## src/rtl/uart_pkg.sv

```systemverilog
// Shared types and helpers for the UART receive framing path.
// Used by rx_frame_module and rx_bps_module; the RX_TIMEOUT_EN build option
// of rx_frame_module draws its idle-line limit from RX_TIMEOUT_BITS here.
package uart_pkg;

  typedef enum logic [2:0] {
    IDLE,
    WAIT,
    START,
    DATA,
    STOP,
    DONE
  } rx_state_t;

  localparam int RX_MAX_BYTES    = 16;
  localparam int RX_TIMEOUT_BITS = 16;

  // Clock cycles per serial bit period.
  function automatic int bit_div(input int clk_hz, input int baud);
    return clk_hz / baud;
  endfunction

endpackage

```

## src/rtl/rx_bps_module.sv

```systemverilog
// Restartable bit-period tick generator for the UART receiver.
// Latency: tick is combinational from the counter; clr restarts the count next cycle.
// Backpressure: none; counts whenever en is high and clr is low.
module rx_bps_module #(
  parameter int DIV = 16
) (
  input  logic clk,
  input  logic rst_n,
  input  logic clr,
  input  logic en,
  input  logic half,
  output logic tick
);

  localparam int CW = (DIV > 1) ? $clog2(DIV) : 1;
  localparam logic [CW-1:0] LAST = CW'(DIV - 1);
  localparam logic [CW-1:0] MID  = CW'(DIV / 2 - 1);

  logic [CW-1:0] cnt;

  // Free-running modulo-DIV counter, restarted to zero by clr.
  always_ff @(posedge clk or negedge rst_n) begin
    if (!rst_n) begin
      cnt <= '0;
    end else if (clr) begin
      cnt <= '0;
    end else if (en) begin
      cnt <= (cnt == LAST) ? '0 : cnt + 1'b1;
    end
  end

  // Mid-bit tick when half is set, end-of-bit tick otherwise.
  assign tick = en && (cnt == (half ? MID : LAST));

endmodule

```

## src/rtl/rx_frame_module.sv

```systemverilog
// UART 8N1 receive framing: packs len bytes into a 128-bit word, first byte in the top lane.
// Latency: rx_done BIT_DIV/2 + 9*BIT_DIV + 2 cycles after the synchronised final start edge.
// Backpressure: none; rx_en while busy is dropped. Optional macro RX_TIMEOUT_EN adds an idle-line timeout.
module rx_frame_module
  import uart_pkg::*;
#(
  parameter int CLK_HZ    = 50_000_000,
  parameter int BAUD      = 9600,
  parameter int MAX_BYTES = RX_MAX_BYTES
) (
  input  logic         clk,
  input  logic         rst_n,
  input  logic         rx_pin_in,
  input  logic         rx_en,
  input  logic [4:0]   len,
  output logic [127:0] rx_data,
  output logic         rx_done,
  output logic         rx_err,
  output logic         rx_busy
);

  localparam int BIT_DIV = bit_div(CLK_HZ, BAUD);
  localparam logic [4:0] MAX_LEN = 5'(MAX_BYTES);

  rx_state_t state, state_nxt;

  logic       sync1, rxs;
  logic [4:0] cnt;
  logic [3:0] bitcnt;
  logic [7:0] shreg;
  logic [3:0] lane;
  logic       tick;
  logic       bps_en;

  logic accept, edge_det, bit_smp, stop_ok, stop_bad, timeout;

  // Two-flop synchroniser for the asynchronous line, idling high.
  always_ff @(posedge clk or negedge rst_n) begin
    if (!rst_n) begin
      sync1 <= 1'b1;
      rxs   <= 1'b1;
    end else begin
      sync1 <= rx_pin_in;
      rxs   <= sync1;
    end
  end

  // Bit timing restarts at every detected start edge; samples land mid-bit.
  assign bps_en = (state == START) || (state == DATA) || (state == STOP);

  rx_bps_module #(
    .DIV (BIT_DIV)
  ) u_bps (
    .clk   (clk),
    .rst_n (rst_n),
    .clr   (edge_det),
    .en    (bps_en),
    .half  (1'b1),
    .tick  (tick)
  );

`ifdef RX_TIMEOUT_EN
  localparam int TO_LIMIT = RX_TIMEOUT_BITS * BIT_DIV;
  localparam int TW       = $clog2(TO_LIMIT);

  logic [TW-1:0] to_cnt;
  logic          got_byte;
  logic          to_hit;

  assign to_hit = (to_cnt == TW'(TO_LIMIT - 1));

  // Counts continuous idle-high cycles in WAIT once a byte of this frame has arrived.
  always_ff @(posedge clk or negedge rst_n) begin
    if (!rst_n) begin
      to_cnt   <= '0;
      got_byte <= 1'b0;
    end else begin
      if (accept) begin
        got_byte <= 1'b0;
      end else if (stop_ok) begin
        got_byte <= 1'b1;
      end
      if ((state == WAIT) && rxs && got_byte && !to_hit) begin
        to_cnt <= to_cnt + 1'b1;
      end else begin
        to_cnt <= '0;
      end
    end
  end
`endif

  // State register.
  always_ff @(posedge clk or negedge rst_n) begin
    if (!rst_n) begin
      state <= IDLE;
    end else begin
      state <= state_nxt;
    end
  end

  // Next-state decode and per-cycle datapath strobes.
  always_comb begin
    state_nxt = state;
    accept    = 1'b0;
    edge_det  = 1'b0;
    bit_smp   = 1'b0;
    stop_ok   = 1'b0;
    stop_bad  = 1'b0;
    timeout   = 1'b0;
    case (state)
      IDLE: begin
        if (rx_en && (len != 5'd0)) begin
          accept    = 1'b1;
          state_nxt = WAIT;
        end
      end
      WAIT: begin
        if (!rxs) begin
          edge_det  = 1'b1;
          state_nxt = START;
        end
`ifdef RX_TIMEOUT_EN
        else if (got_byte && to_hit) begin
          timeout   = 1'b1;
          state_nxt = IDLE;
        end
`endif
      end
      START: begin
        // A line that is high again at mid-start was a glitch: rearm silently.
        if (tick) begin
          state_nxt = rxs ? WAIT : DATA;
        end
      end
      DATA: begin
        if (tick) begin
          bit_smp = 1'b1;
          if (bitcnt == 4'd7) begin
            state_nxt = STOP;
          end
        end
      end
      STOP: begin
        if (tick) begin
          if (rxs) begin
            stop_ok   = 1'b1;
            state_nxt = (cnt == 5'd1) ? DONE : WAIT;
          end else begin
            stop_bad  = 1'b1;
            state_nxt = IDLE;
          end
        end
      end
      DONE: begin
        state_nxt = IDLE;
      end
      default: begin
        state_nxt = IDLE;
      end
    endcase
  end

  // Remaining byte count doubles as the lane index: first byte goes highest.
  assign lane = 4'(cnt - 5'd1);

  // Frame datapath: byte assembly, lane writes and the output pulses.
  always_ff @(posedge clk or negedge rst_n) begin
    if (!rst_n) begin
      rx_data <= '0;
      rx_done <= 1'b0;
      rx_err  <= 1'b0;
      cnt     <= '0;
      bitcnt  <= '0;
      shreg   <= '0;
    end else begin
      rx_done <= (state == DONE);
      rx_err  <= stop_bad | timeout;
      if (accept) begin
        rx_data <= '0;
        cnt     <= (len > MAX_LEN) ? MAX_LEN : len;
      end
      if (edge_det) begin
        bitcnt <= '0;
      end
      if (bit_smp) begin
        shreg  <= {rxs, shreg[7:1]};
        bitcnt <= bitcnt + 4'd1;
      end
      if (stop_ok) begin
        rx_data[{lane, 3'b000} +: 8] <= shreg;
        cnt <= cnt - 5'd1;
      end
    end
  end

  assign rx_busy = (state != IDLE);

endmodule

```

## config.mk

```make
export PLATFORM = sky130hd
export DESIGN_NAME = rx_frame_module
export DESIGN_NICKNAME = d
export VERILOG_FILES = /design/src/rtl/uart_pkg.sv /design/src/rtl/rx_bps_module.sv /design/src/rtl/rx_frame_module.sv
export SDC_FILE = /design/constraint.sdc
export NUM_CORES = 1
export LEC_CHECK = 0
export ABC_AREA = 1
export BUFFER_PORTS_ARGS = -buffer_cell sky130_fd_sc_hd__buf_2
export CORE_MARGIN = 1
export CORE_UTILIZATION = 30
export DETAILED_ROUTE_END_ITERATION = 8
export GPL_ROUTABILITY_DRIVEN = 0
export PLACE_DENSITY = 0.47
export SKIP_LAST_GASP = 1
export SYNTH_ARGS = -nofsm -noshare
export SYNTH_HDL_FRONTEND = slang
export SYNTH_HIERARCHICAL = 1
export SYNTH_SLANG_ARGS = --single-unit
export TNS_END_PERCENT = 10
```

## constraint.sdc

```tcl
create_clock -name clk -period 2.3 [get_ports clk]
set_input_delay 0.46 -clock clk [delete_from_list [all_inputs] [get_ports clk]]
set_output_delay 0.46 -clock clk [all_outputs]
set_load 0.01 [all_outputs]
```

==> results by group <==
Outcome
  • Status: complete, but fails checks
  • Failing checks: design-rule violations

Floorplan
  • Die H: 166.1 um
  • Core area: 26210 um^2
  • # IOs: 140
  • Die area: 27600 um^2
  • Row Count: 59
  • Starting density of the core: 30.84%
  • Die Width: 166.1 um

Logic synthesis
  • Main synth FF type: dfrtp_1
  • Unique cell type count in the Yosys netlist: 42
  • Syn Std Cell Area: 8082 um^2
  • Post-synth ARST share: 100.0%
  • Ys Warns: 6
  • Avg Inst Size Synth: 7.986 um^2
  • Syn Inst Count: 1012
  • Seq cells post-synth: 165
  • Number of synthesized flops with an enable pin: 0
  • Seq/Total Area, Yosys: 51.12%

Critical path
  • CP startpoint: state[0]$_DFFE_PN0P_
  • Crit path DAT: 2.51 ns
  • R2r setup slk: 0.13 ns
  • Crit Path Max Fanout: 16
  • Worst r2r src: state[0]$_DFFE_PN0P_
  • Capturing point of the worst reg2reg path: rx_data[10]$_DFF_PN0_
  • Crit path capture: rx_data[10]$_DFF_PN0_
  • Crit path kind: reg -> reg
  • Worst setup EP type: register
  • WP data required: 2.64 ns
  • Crit start category: register
  • R2r worst-path depth: 13

Clocking
  • Worst-Skew Late Latency: 0.43 ns
  • CTS tree: built
  • Root Buffer Master: clkbuf_16
  • CTS clk-pin slew, worst paths: 0.07 ns
  • H-tree Lvls: 4
  • CTS sink cnt: 165
  • Number of CTS-inserted buffers: 17
  • CTS Buffer Depth: 2

Routing
  • Via density: 4.588
  • Final wirelength: 23.89 mm
  • Antenna Violating Nets Remaining: 0
  • Drt drc: 6
  • Drt first pass iters: 9
  • WL/cell: 15.66 um
  • Via count: 7002
  • DRT iter0 DRCs: 574

Layout
  • Area grow syn2layout: 26.41%
  • Most frequent cells in the layout: nand2_1 (331), dfrtp_1 (162), buf_2 (138), inv_1 (106), o21ai_0 (86)
  • Share of cells above drive strength 1: 23.51%
  • Fillers: 2722
  • Final Util: 38.98%
  • N_diodes: 0
  • Leading cell type in the layout, fill and taps excluded: nand2_1
  • Nets: 1194

Global routing
  • Largest net degree at the start of global routing: 65
  • Total track usage: 17.72%
  • Met3 GRT Util: 4.099%
  • First-pass GRT wire length: 38.21 mm
  • Met2 GRT Util: 27.10%
  • Grt ovf: 0
  • GR peak layer: met2
  • Vias in the first global route: 6712
  • Initial antenna violation count: 0
  • Met1 Use GR: 25.33%

Pwr
  • Power Total: 9.135 mW
  • LEAKAGE: 5.423 nW
  • PD cells: 894.1 nW/um^2
  • VDD IR-drop max: 0.0004899 V

Place
  • PortBufs: 139
  • Dpl hpwl: 16.85 mm

Timing
  • RSZ-0062 raised after global routing: true
  • Minimum clock period: 2.168 ns
  • Part of the cycle the worst path needs: 94.27%
  • Max Slew Vio Count: 0
  • Worst slew pin tran: 0.5325 ns
  • Fmax: 461.2 MHz
  • Endpoints failing hold: 0
  • Final setup skew: 0.009317 ns
  • Final-report setup violation count: 0
  • Max-slew headroom: 64.46%

Run
  • Max-cap check violation count: 0

Worst hold path
  • Worst Hold Class: in -> reg
[per-layer routing]
| layer | wire length, um | vias to the layer above |
|---|---|---|
| li1 | - | 3536 |
| met1 | 11720 | 3312 |
| met2 | 10890 | 141 |
| met3 | 1113 | 13 |
| met4 | 165 | 0 |
| met5 | 0 | - |
[worst min path at each step]
stage / startpoint / endpoint / slack [ns] / cells after the start
3_3_place_gp: sync1$_DFF_PN1_ / rxs$_DFF_PN1_ / 0.36 / 0
3_5_place_dp: sync1$_DFF_PN1_ / rxs$_DFF_PN1_ / 0.36 / 0
4_1_cts: rx_pin_in / sync1$_DFF_PN1_ / 0.11 / 1
5_1_grt: rx_pin_in / sync1$_DFF_PN1_ / 0.11 / 1
2_1_floorplan: rst_n / bitcnt[0]$_DFFE_PN0P_ / 0.16 / 0
6_report: rx_pin_in / sync1$_DFF_PN1_ / 0.13 / 1
[repair_timing]
action                                  4_1_cts  5_1_grt
hold endpoints to repair                     31        0
pin swaps                                     1        8
gates resized for setup                       1       16
cloned                                        0        1
hold buffers                                  1        0
buffers inserted                              1        5
endpoints found under the setup margin       24      126
[synthesized netlist by cell type, types with 3 or more instances]
cell	number	share of area [%]
nand2_1	335	16
dfrtp_1	163	50
inv_1	106	4.9
o21ai_0	86	5.3
nand3_1	79	4.9
nor2_1	70	3.3
clkbuf_1	17	0.79
o21ai_1	17	1.1
nor3_1	15	0.93
nor2_4	12	1.7
nand2_2	11	0.85
nand4_1	9	0.70
buf_2	8	0.50
buf_4	8	0.74
nor2_2	8	0.62
o21ai_2	8	0.87
ha_1	7	1.1
inv_2	7	0.33
xor2_1	6	0.65
a21oi_1	5	0.31
buf_6	3	0.42
nand3_2	3	0.37
o22ai_1	3	0.23
[report_power, final]
part | internal (mW) | switching, mW | total [mW] | leakage, nW
Combinational | 0.815 | 2.07 | 2.89 | 2.84
Clock | 1.86 | 1.26 | 3.12 | 0.304
Sequential | 3.01 | 0.118 | 3.13 | 2.27
[worst max-delay path: stages (launching register included)]
cell and delay, ns:
dfrtp_1 0.41, inv_2 0.10, nand3_1 0.13, nand2_1 0.13, nand3_1 0.08, a21oi_1 0.16
inv_1 0.14, nor2_8 0.20, nand3_4 0.15, buf_12 0.17, nor2_4 0.12, buf_12 0.14
nand2_1 0.05, o21ai_0 0.08
[per-stage QoR]
stage | area [um^2] | cells | setup slack, ns | hold WS [ns] | TNS [ns]
after floorplan | 8087 | 1013 | 0.03870 | 0.1644 | 0
after global placement | 9374 | 1486 | -0.06138 | 0.3622 | -0.6405
after detailed placement | 9374 | 1486 | -0.06433 | 0.3648 | -0.6786
after CTS | 10040 | 1520 | -0.03353 | 0.1090 | -0.1785
after global routing | 10220 | 1526 | -0.06718 | 0.1052 | -0.9967
final | 10220 | 1526 | 0.1318 | 0.1267 | 0
[final cells by class]
class	count	area, um^2	share of cell area [%]
clock buffer	18	439.2	4.299
clock inverter	14	196.4	1.923
inverter	114	435.4	4.262
multi-input combinational	697	3392	33.20
sequential	165	4133	40.45
tap	335	419.2	4.103
timing repair buffer	183	1201	11.76
[cells by family (layout without fill, tap and decap cells)]
group | after synthesis | count (layout) | share of synthesized area (%)
AOI/OAI and AO/OA | 128 | 128 | 8.763
xor gates and xnor gates | 7 | 7 | 0.7586
adders and majority gates | 7 | 7 | 1.084
buffers and inverters | 152 | 329 | 7.834
DFF | 165 | 165 | 51.12
muxes | 1 | 1 | 0.1239
other | 1 | 2 | 0.04640
and+or+nand+nor | 551 | 552 | 30.27
[sequential cells by signal, summed over array words and instances, names as in the netlist]
| signal | cells |
|---|---|
| u_bps/cnt | 13 |
| rx_data | 128 |
| rx_done | 1 |
| shreg | 8 |
| rx_err | 1 |
| state | 3 |
| sync1 | 1 |
| bitcnt | 4 |
| cnt | 5 |
| rxs | 1 |
Power figures use the tool's default switching activity.
